$ cat config.mk
export PLATFORM = sky130hd
export DESIGN_NAME = usart_rx_gen2
export DESIGN_NICKNAME = d
export VERILOG_FILES = /design/src/rtl/usart_pkg.sv /design/src/rtl/usart_rx_fifo.sv /design/src/rtl/usart_rx_gen2.sv
export SDC_FILE = /design/constraint.sdc
export NUM_CORES = 1
export LEC_CHECK = 0
export CAP_MARGIN = 15
export CORE_MARGIN = 2
export CORE_UTILIZATION = 35
export DETAILED_ROUTE_END_ITERATION = 8
export HOLD_SLACK_MARGIN = 0.15
export PLACE_DENSITY = 0.61
export SLEW_MARGIN = 20
export SYNTH_ARGS = -nofsm -noshare
export SYNTH_HDL_FRONTEND = slang
export SYNTH_HIERARCHICAL = 1
export SYNTH_SLANG_ARGS = --single-unit
export TNS_END_PERCENT = 5
$ cat constraint.sdc
create_clock -name cp2 -period 6.1 [get_ports cp2]
set_clock_uncertainty 0.15 [all_clocks]
set_input_delay 1.525 -clock cp2 [delete_from_list [all_inputs] [get_ports cp2]]
set_output_delay 1.525 -clock cp2 [all_outputs]
set_load 0.01 [all_outputs]
$ cat src/rtl/usart_pkg.sv
// Shared encodings and constants for the gen2 USART receive path.
// Oversampling geometry and the UCSZ character-width decode live here.
package usart_pkg;

  typedef enum logic [2:0] {
    ST_IDLE,
    ST_START,
    ST_DATA,
    ST_PARITY,
    ST_STOP
  } rx_state_e;

  localparam logic [2:0] CS_5 = 3'd0;
  localparam logic [2:0] CS_6 = 3'd1;
  localparam logic [2:0] CS_7 = 3'd2;
  localparam logic [2:0] CS_8 = 3'd3;
  localparam logic [2:0] CS_9 = 3'd7;

  localparam logic [1:0] PM_NONE = 2'b00;
  localparam logic [1:0] PM_RSVD = 2'b01;
  localparam logic [1:0] PM_EVEN = 2'b10;
  localparam logic [1:0] PM_ODD  = 2'b11;

  localparam logic [4:0] NS_16X    = 5'd16;
  localparam logic [4:0] VOTE1_16X = 5'd8;
  localparam logic [4:0] VOTE2_16X = 5'd9;
  localparam logic [4:0] VOTE3_16X = 5'd10;

  localparam logic [4:0] NS_8X    = 5'd8;
  localparam logic [4:0] VOTE1_8X = 5'd4;
  localparam logic [4:0] VOTE2_8X = 5'd5;
  localparam logic [4:0] VOTE3_8X = 5'd6;

  // Reserved UCSZ codes 4..6 fall back to 8-bit characters.
  function automatic logic [3:0] char_width(input logic [2:0] cs);
    case (cs)
      CS_5:    char_width = 4'd5;
      CS_6:    char_width = 4'd6;
      CS_7:    char_width = 4'd7;
      CS_8:    char_width = 4'd8;
      CS_9:    char_width = 4'd9;
      default: char_width = 4'd8;
    endcase
  endfunction

endpackage

$ cat src/rtl/usart_rx_fifo.sv
// Synchronous receive FIFO; pointers carry an extra wrap bit so full and
// empty are distinguishable without a separate counter.
module usart_rx_fifo
  import usart_pkg::*;
#(
  parameter int WIDTH = 11,
  parameter int DEPTH = 4
) (
  input  logic                           clk_i,
  input  logic                           rst_i,
  input  logic                           flush_i,
  input  logic                           push_i,
  input  logic                           pop_i,
  input  logic [WIDTH-1:0]               wdata_i,
  output logic [WIDTH-1:0]               rdata_o,
  output logic                           empty_o,
  output logic                           full_o,
  output logic [$clog2(DEPTH+1)-1:0]     level_o
);

  localparam int AW = $clog2(DEPTH);
  localparam int LW = $clog2(DEPTH+1);

  logic [WIDTH-1:0] mem_q [DEPTH];
  logic [AW:0]      wr_q;
  logic [AW:0]      rd_q;
  logic             do_push;
  logic             do_pop;

  assign empty_o = (wr_q == rd_q);
  assign full_o  = (wr_q[AW] != rd_q[AW]) && (wr_q[AW-1:0] == rd_q[AW-1:0]);

  // A pop in the same cycle frees the slot, so a push into a full FIFO still lands.
  assign do_pop  = pop_i && !empty_o;
  assign do_push = push_i && (!full_o || do_pop);

  assign level_o = LW'(wr_q - rd_q);
  assign rdata_o = mem_q[rd_q[AW-1:0]];

  always_ff @(posedge clk_i) begin
    if (rst_i) begin
      wr_q <= '0;
      rd_q <= '0;
      for (int i = 0; i < DEPTH; i++) begin
        mem_q[i] <= '0;
      end
    end else if (flush_i) begin
      wr_q <= '0;
      rd_q <= '0;
    end else begin
      if (do_push) begin
        mem_q[wr_q[AW-1:0]] <= wdata_i;
        wr_q                <= wr_q + {{AW{1'b0}}, 1'b1};
      end
      if (do_pop) begin
        rd_q <= rd_q + {{AW{1'b0}}, 1'b1};
      end
    end
  end

endmodule

$ cat src/rtl/usart_rx_gen2.sv
// USART receive path: rxd synchroniser, baud tick generator, oversampling
// frame FSM with 3-sample majority vote, and per-entry error-flagged FIFO.
module usart_rx_gen2
  import usart_pkg::*;
#(
  parameter int DATA_W_MAX = 9,
  parameter int FIFO_DEPTH = 4,
  parameter int UBRR_W     = 12
) (
  input  logic                               cp2,
  input  logic                               ireset,
  input  logic                               rx_en,
  input  logic                               rxd,
  input  logic [UBRR_W-1:0]                  ubrr,
  input  logic                               u2x,
  input  logic [2:0]                         char_size,
  input  logic [1:0]                         parity_mode,
  input  logic                               rx_pop,
  output logic                               rx_valid,
  output logic [DATA_W_MAX-1:0]              rx_data,
  output logic                               rx_fe,
  output logic                               rx_pe,
  output logic                               rx_dor,
  output logic [$clog2(FIFO_DEPTH+1)-1:0]    fifo_level,
  output logic                               busy
);

  localparam int FW = DATA_W_MAX + 2;

  // Handshake: rx_valid holds the head (rx_data/rx_fe/rx_pe) stable until a
  // one-cycle rx_pop is seen while rx_valid=1; rx_pop while empty is ignored.

  logic [1:0]            sync_q;
  logic                  rxd_s;
  logic [UBRR_W-1:0]     baud_q, baud_d;
  logic                  tick;

  rx_state_e             state_q, state_d;
  logic [4:0]            samp_q, samp_d;
  logic [3:0]            bit_q, bit_d;
  logic [DATA_W_MAX-1:0] shreg_q, shreg_d;
  logic                  par_q, par_d;
  logic [1:0]            v_q, v_d;
  logic [3:0]            cfg_w_q, cfg_w_d;
  logic [1:0]            cfg_par_q, cfg_par_d;
  logic                  cfg_u2x_q, cfg_u2x_d;
  logic                  dor_q, dor_d;

  logic [4:0]            ns, vp1, vp2, vp3, samp_cur;
  logic                  at_v3, at_end, maj, par_x, pe_calc;
  logic [3:0]            w_dec;
  logic                  commit, commit_fe, commit_pe;
  logic [FW-1:0]         fifo_rdata;
  logic                  fifo_empty, fifo_full, overrun;

  assign rxd_s = sync_q[1];
  assign tick  = rx_en && (baud_q == '0);

  always_comb begin
    baud_d = baud_q - UBRR_W'(1);
    if (!rx_en || baud_q == '0) begin
      baud_d = ubrr;
    end
  end

  assign ns  = cfg_u2x_q ? NS_8X    : NS_16X;
  assign vp1 = cfg_u2x_q ? VOTE1_8X : VOTE1_16X;
  assign vp2 = cfg_u2x_q ? VOTE2_8X : VOTE2_16X;
  assign vp3 = cfg_u2x_q ? VOTE3_8X : VOTE3_16X;

  assign samp_cur = samp_q + 5'd1;
  assign at_v3    = (samp_cur == vp3);
  assign at_end   = (samp_cur == ns);
  assign maj      = (v_q[0] & v_q[1]) | (v_q[0] & rxd_s) | (v_q[1] & rxd_s);

  assign w_dec = (int'(char_width(char_size)) > DATA_W_MAX) ? 4'(DATA_W_MAX)
                                                             : char_width(char_size);

  always_comb begin
    par_x = (^shreg_q) ^ par_q;
    case (cfg_par_q)
      PM_EVEN: pe_calc = par_x;
      PM_ODD:  pe_calc = !par_x;
      default: pe_calc = 1'b0;
    endcase
  end

  always_comb begin
    state_d   = state_q;
    samp_d    = samp_q;
    bit_d     = bit_q;
    shreg_d   = shreg_q;
    par_d     = par_q;
    v_d       = v_q;
    cfg_w_d   = cfg_w_q;
    cfg_par_d = cfg_par_q;
    cfg_u2x_d = cfg_u2x_q;
    commit    = 1'b0;
    commit_fe = 1'b0;
    commit_pe = 1'b0;
    if (!rx_en) begin
      state_d = ST_IDLE;
      samp_d  = '0;
      bit_d   = '0;
    end else if (tick) begin
      if (state_q == ST_IDLE) begin
        if (!rxd_s) begin
          cfg_w_d   = w_dec;
          cfg_par_d = parity_mode;
          cfg_u2x_d = u2x;
          samp_d    = 5'd1;
          bit_d     = '0;
          shreg_d   = '0;
          par_d     = 1'b0;
          state_d   = ST_START;
        end
      end else begin
        samp_d = at_end ? 5'd0 : samp_cur;
        if (samp_cur == vp1) v_d[0] = rxd_s;
        if (samp_cur == vp2) v_d[1] = rxd_s;
        case (state_q)
          ST_START: begin
            if (at_v3 && maj) begin
              state_d = ST_IDLE;
              samp_d  = '0;
            end else if (at_end) begin
              state_d = ST_DATA;
            end
          end
          ST_DATA: begin
            if (at_v3) begin
              shreg_d[bit_q] = maj;
              bit_d          = bit_q + 4'd1;
            end
            if (at_end && bit_q == cfg_w_q) begin
              state_d = cfg_par_q[1] ? ST_PARITY : ST_STOP;
            end
          end
          ST_PARITY: begin
            if (at_v3) par_d = maj;
            if (at_end) state_d = ST_STOP;
          end
          ST_STOP: begin
            // Commit at the vote point so an early next start bit is not missed.
            if (at_v3) begin
              commit    = 1'b1;
              commit_fe = !maj;
              commit_pe = pe_calc;
              state_d   = ST_IDLE;
              samp_d    = '0;
            end
          end
          default: begin
            state_d = ST_IDLE;
            samp_d  = '0;
          end
        endcase
      end
    end
  end

  assign overrun = commit && fifo_full && !rx_pop;

  always_comb begin
    dor_d = dor_q;
    if (!rx_en) begin
      dor_d = 1'b0;
    end else begin
      if (rx_pop && rx_valid) dor_d = 1'b0;
      if (overrun) dor_d = 1'b1;
    end
  end

  always_ff @(posedge cp2) begin
    if (ireset) begin
      sync_q    <= 2'b11;
      baud_q    <= ubrr;
      state_q   <= ST_IDLE;
      samp_q    <= '0;
      bit_q     <= '0;
      shreg_q   <= '0;
      par_q     <= 1'b0;
      v_q       <= '0;
      cfg_w_q   <= 4'd8;
      cfg_par_q <= PM_NONE;
      cfg_u2x_q <= 1'b0;
      dor_q     <= 1'b0;
    end else begin
      sync_q    <= {sync_q[0], rxd};
      baud_q    <= baud_d;
      state_q   <= state_d;
      samp_q    <= samp_d;
      bit_q     <= bit_d;
      shreg_q   <= shreg_d;
      par_q     <= par_d;
      v_q       <= v_d;
      cfg_w_q   <= cfg_w_d;
      cfg_par_q <= cfg_par_d;
      cfg_u2x_q <= cfg_u2x_d;
      dor_q     <= dor_d;
    end
  end

  usart_rx_fifo #(
    .WIDTH (FW),
    .DEPTH (FIFO_DEPTH)
  ) u_fifo (
    .clk_i   (cp2),
    .rst_i   (ireset),
    .flush_i (!rx_en),
    .push_i  (commit),
    .pop_i   (rx_pop),
    .wdata_i ({shreg_q, commit_fe, commit_pe}),
    .rdata_o (fifo_rdata),
    .empty_o (fifo_empty),
    .full_o  (fifo_full),
    .level_o (fifo_level)
  );

  assign rx_valid = !fifo_empty;
  assign rx_data  = fifo_rdata[FW-1:2];
  assign rx_fe    = fifo_rdata[1];
  assign rx_pe    = fifo_rdata[0];
  assign rx_dor   = dor_q;
  assign busy     = (state_q != ST_IDLE);

endmodule

==> flow_metrics.py <==
metrics = {
    "outcome": {
        "status": "completed",
    },
    "grt": {
        "grt_overflow_total": 0,
        "grt_pass1_wl_um": 18600,
        "grt_max_degree": 21,
        "antenna_found_initial": 0,
        "grtUsageTotal_pct": 14.7,
        "grt_pass1_vias": 3702,
    },
    "synthesis": {
        "yosys_warnings": 6,
        "synth_xor_area_share_pct": 4.80,
        "synth_top_family_by_area": "simple AND/OR/NAND/NOR gates",
        "syn_area_um2": 5080,
        "ys_types": 64,
        "postSynthCellCount": 513,
        "ys_ff_latch": 98,
        "yosys_most_used_dff": "dfxtp_1",
        "synthArstFlopShare_pct": 0,
        "seq_area_frac_synth_pct": 47.3,
        "synthSimpleGateAreaFrac_pct": 17.7,
        "synth_edf_count": 44,
        "synth_compound_area_share_pct": 13.8,
        "postSynthAreaPerCell_um2": 9.90,
        "syn-num-nets": 549,
        "synthAdderAreaFrac_pct": 3.55,
        "synth_mux_area_share_pct": 8.45,
    },
    "timing": {
        "finalHoldViolations": 0,
        "grt_setup_unrepaired": "false",
        "layout_setup_ws_ns": 2.00,
        "worstMarginPinSlew_ns": 0.992,
        "tns_ns": 0,
        "timing.fmax_ghz": 0.244,
        "max_slew_margin_pct": 33.8,
        "finalCritPeriodShare_pct": 67.3,
        "maxSlewViolCount": 0,
        "period_needed_ns": 4.10,
        "finalSetupViolations": 0,
    },
    "setup_path": {
        "start_kind": "register",
        "crit_path_end_kind": "output port",
        "reg2reg_slack_ns": 2.18,
        "cp.arrival_ns": 2.43,
        "crit_required_ns": 4.43,
        "crit_path_max_fanout": 6,
        "critical_path_class": "reg2out",
    },
    "detailed_routing": {
        "vias": 3885,
        "route.antenna.remaining_nets": 0,
        "dr.pass1.iters": 5,
        "drtIter0Drc": 260,
        "vias_per_cell": 5.29,
        "drc": 0,
        "wl_um": 11000,
        "wire_per_inst_um": 15.0,
    },
    "floorplanning": {
        "rows": 44,
        "io_pins": 40,
        "coreArea_um2": 14400,
        "die_y_um": 124,
        "die_area_um2": 15500,
        "die_w_um": 124,
        "start_util_pct": 35.4,
    },
    "power": {
        "ir_drop_v": 0.000161,
        "power_leakage_uw": 0.00203,
        "power_density_nw_per_um2": 235,
    },
    "placement": {
        "place_ws_ns": 1.37,
        "hpwlAfterDp_um": 7950,
        "place_congestion": 0.824,
        "port_buffers": 39,
    },
    "cts": {
        "cts_tree": "built",
        "cts_root_buffer": "clkbuf_16",
        "cts_setup_buffers": 0,
        "htreeDepth": 3,
        "cts_resized": 0,
        "cts-hold-fix-buffers": 0,
        "insertion_delay_ns": 0.34,
        "numClockSinks": 98,
        "cts_made_buffers": 9,
        "cts.path.max_buffers": 2,
        "path_clk_slew_ns": 0.07,
    },
    "job": {
        "maxCapViolCount": 0,
    },
    "worst_hold_path": {
        "hold_class": "reg2reg",
    },
    "cells_and_area": {
        "fin_nets": 582,
        "antenna_cells": 0,
        "drive_above_1_share_pct": 9.44,
        "final_cell_mix": "nor2_1 (82), dfxtp_1 (54), edfxtp_1 (44), nand2_1 (40), clkdlybuf4s50_1 (39)",
        "fillers": 1388,
        "layout_commonest_cell": "nor2_1",
        "syn2layout_area_growth_pct": 18.4,
        "final_util_pct": 41.9,
    },
}
## power by group
part / internal (uW) / switching, uW
Clock: 363 / 252
Sequential: 707 / 14.0
Combinational: 40.3 / 37.2
## synthesized netlist by cell type, types with 2 or more instances
| master | instances | area share, % |
|---|---|---|
| xnor2_1 | 17 | 2.9 |
| inv_1 | 30 | 2.2 |
| dfxtp_1 | 54 | 21 |
| nor2b_1 | 3 | 0.37 |
| nand3_1 | 11 | 1.1 |
| o2111ai_1 | 3 | 0.52 |
| buf_2 | 6 | 0.59 |
| ha_1 | 12 | 3.0 |
| o21ai_1 | 4 | 0.39 |
| nand2_1 | 40 | 3.0 |
| nor3_1 | 11 | 1.1 |
| o41ai_1 | 5 | 0.86 |
| o311ai_1 | 6 | 1.0 |
| nand4_1 | 9 | 1.1 |
| buf_4 | 4 | 0.59 |
| edfxtp_1 | 44 | 26 |
| a311oi_1 | 2 | 0.34 |
| o31ai_1 | 4 | 0.59 |
| xor2_1 | 9 | 1.6 |
| nor2_1 | 82 | 6.1 |
| or2_2 | 2 | 0.25 |
| mux4_2 | 11 | 4.9 |
| nor4_1 | 4 | 0.49 |
| nand2b_1 | 3 | 0.37 |
| a31oi_1 | 5 | 0.62 |
| o311ai_0 | 3 | 0.52 |
| nor4_4 | 2 | 0.84 |
| or4_1 | 2 | 0.30 |
| o21ai_0 | 13 | 1.3 |
| and2_1 | 4 | 0.49 |
| o221a_2 | 2 | 0.44 |
| and3_1 | 3 | 0.37 |
| mux2i_1 | 17 | 3.3 |
| or3_1 | 4 | 0.49 |
| o211ai_1 | 7 | 1.0 |
| clkbuf_1 | 12 | 0.89 |
| a21oi_1 | 34 | 3.3 |
| o22ai_1 | 3 | 0.37 |
## stage by stage
| stage | std cells | power, uW | cell area [um^2] | hold slack (ns) |
|---|---|---|---|---|
| 2_1_floorplan | 513 | 773 | 5080 | 0.239 |
| 3_3_place_gp | 719 | 810 | 5670 | 0.257 |
| 5_1_grt | 735 | 1470 | 6010 | 0.290 |
| 4_1_cts | 735 | 1430 | 5990 | 0.271 |
| 6_report | 735 | 1410 | 6010 | 0.265 |
| 3_5_place_dp | 719 | 814 | 5670 | 0.252 |
## path summary, 6_finish.rpt
| check | from | endpoint | cells after the start |
|---|---|---|---|
| max reg2reg | samp_q[0]$_SDFFE_PP0P_ | u_fifo/mem_q[3][6]$_DFFE_PP_ | 8 |
| min reg2reg | sync_q[0]$_SDFF_PP1_ | sync_q[1]$_SDFF_PP1_ | 1 |
| min | sync_q[0]$_SDFF_PP1_ | sync_q[1]$_SDFF_PP1_ | 1 |
| max | u_fifo/wr_q[0]$_SDFFE_PP0N_ | fifo_level[2] | 5 |
## state kept, by name (all words and copies together), names as in the netlist, 3 cells and up, named ones only
register      count
cfg_w_q           4
bit_q             4
u_fifo/mem_q     44
state_q           3
u_fifo/wr_q       3
samp_q            5
u_fifo/rd_q       3
baud_q           12
shreg_q           9
## cell families after synthesis
| kind of cell | Yosys count |
|---|---|
| adders and majority gates | 14 |
| DFF | 98 |
| buffers and inverters | 54 |
| muxes | 29 |
| xor gates and xnor gates | 27 |
| and+or+nand+nor | 188 |
| AOI/OAI and AO/OA | 103 |
## routing by layer
layer	vias to the layer above	routed length [um]	GRT usage (%)
li1	1934	-	-
met1	1865	5040	19.1
met2	79	5410	24.1
met3	7	434	3.78
met4	0	119	4.76
met5	-	0	0
## worst max-delay path: stages, from the launching register on
cell and delay (ns):
dfxtp_1 0.51, inv_1 0.23, ha_1 0.26, fa_1 0.37
xnor2_1 0.16, clkdlybuf4s50_1 0.55
## cell type report
cell class | count | area (um^2) | area share, %
inverters | 31 | 116 | 1.93
clock inverters | 7 | 98.8 | 1.64
well taps | 184 | 230 | 3.83
flip-flops and latches | 98 | 2400 | 39.9
repair buffers | 45 | 435 | 7.24
multi-input cells | 361 | 2510 | 41.7
clock buffers | 9 | 225 | 3.74
Note: power is estimated with default switching activity, not from simulation.
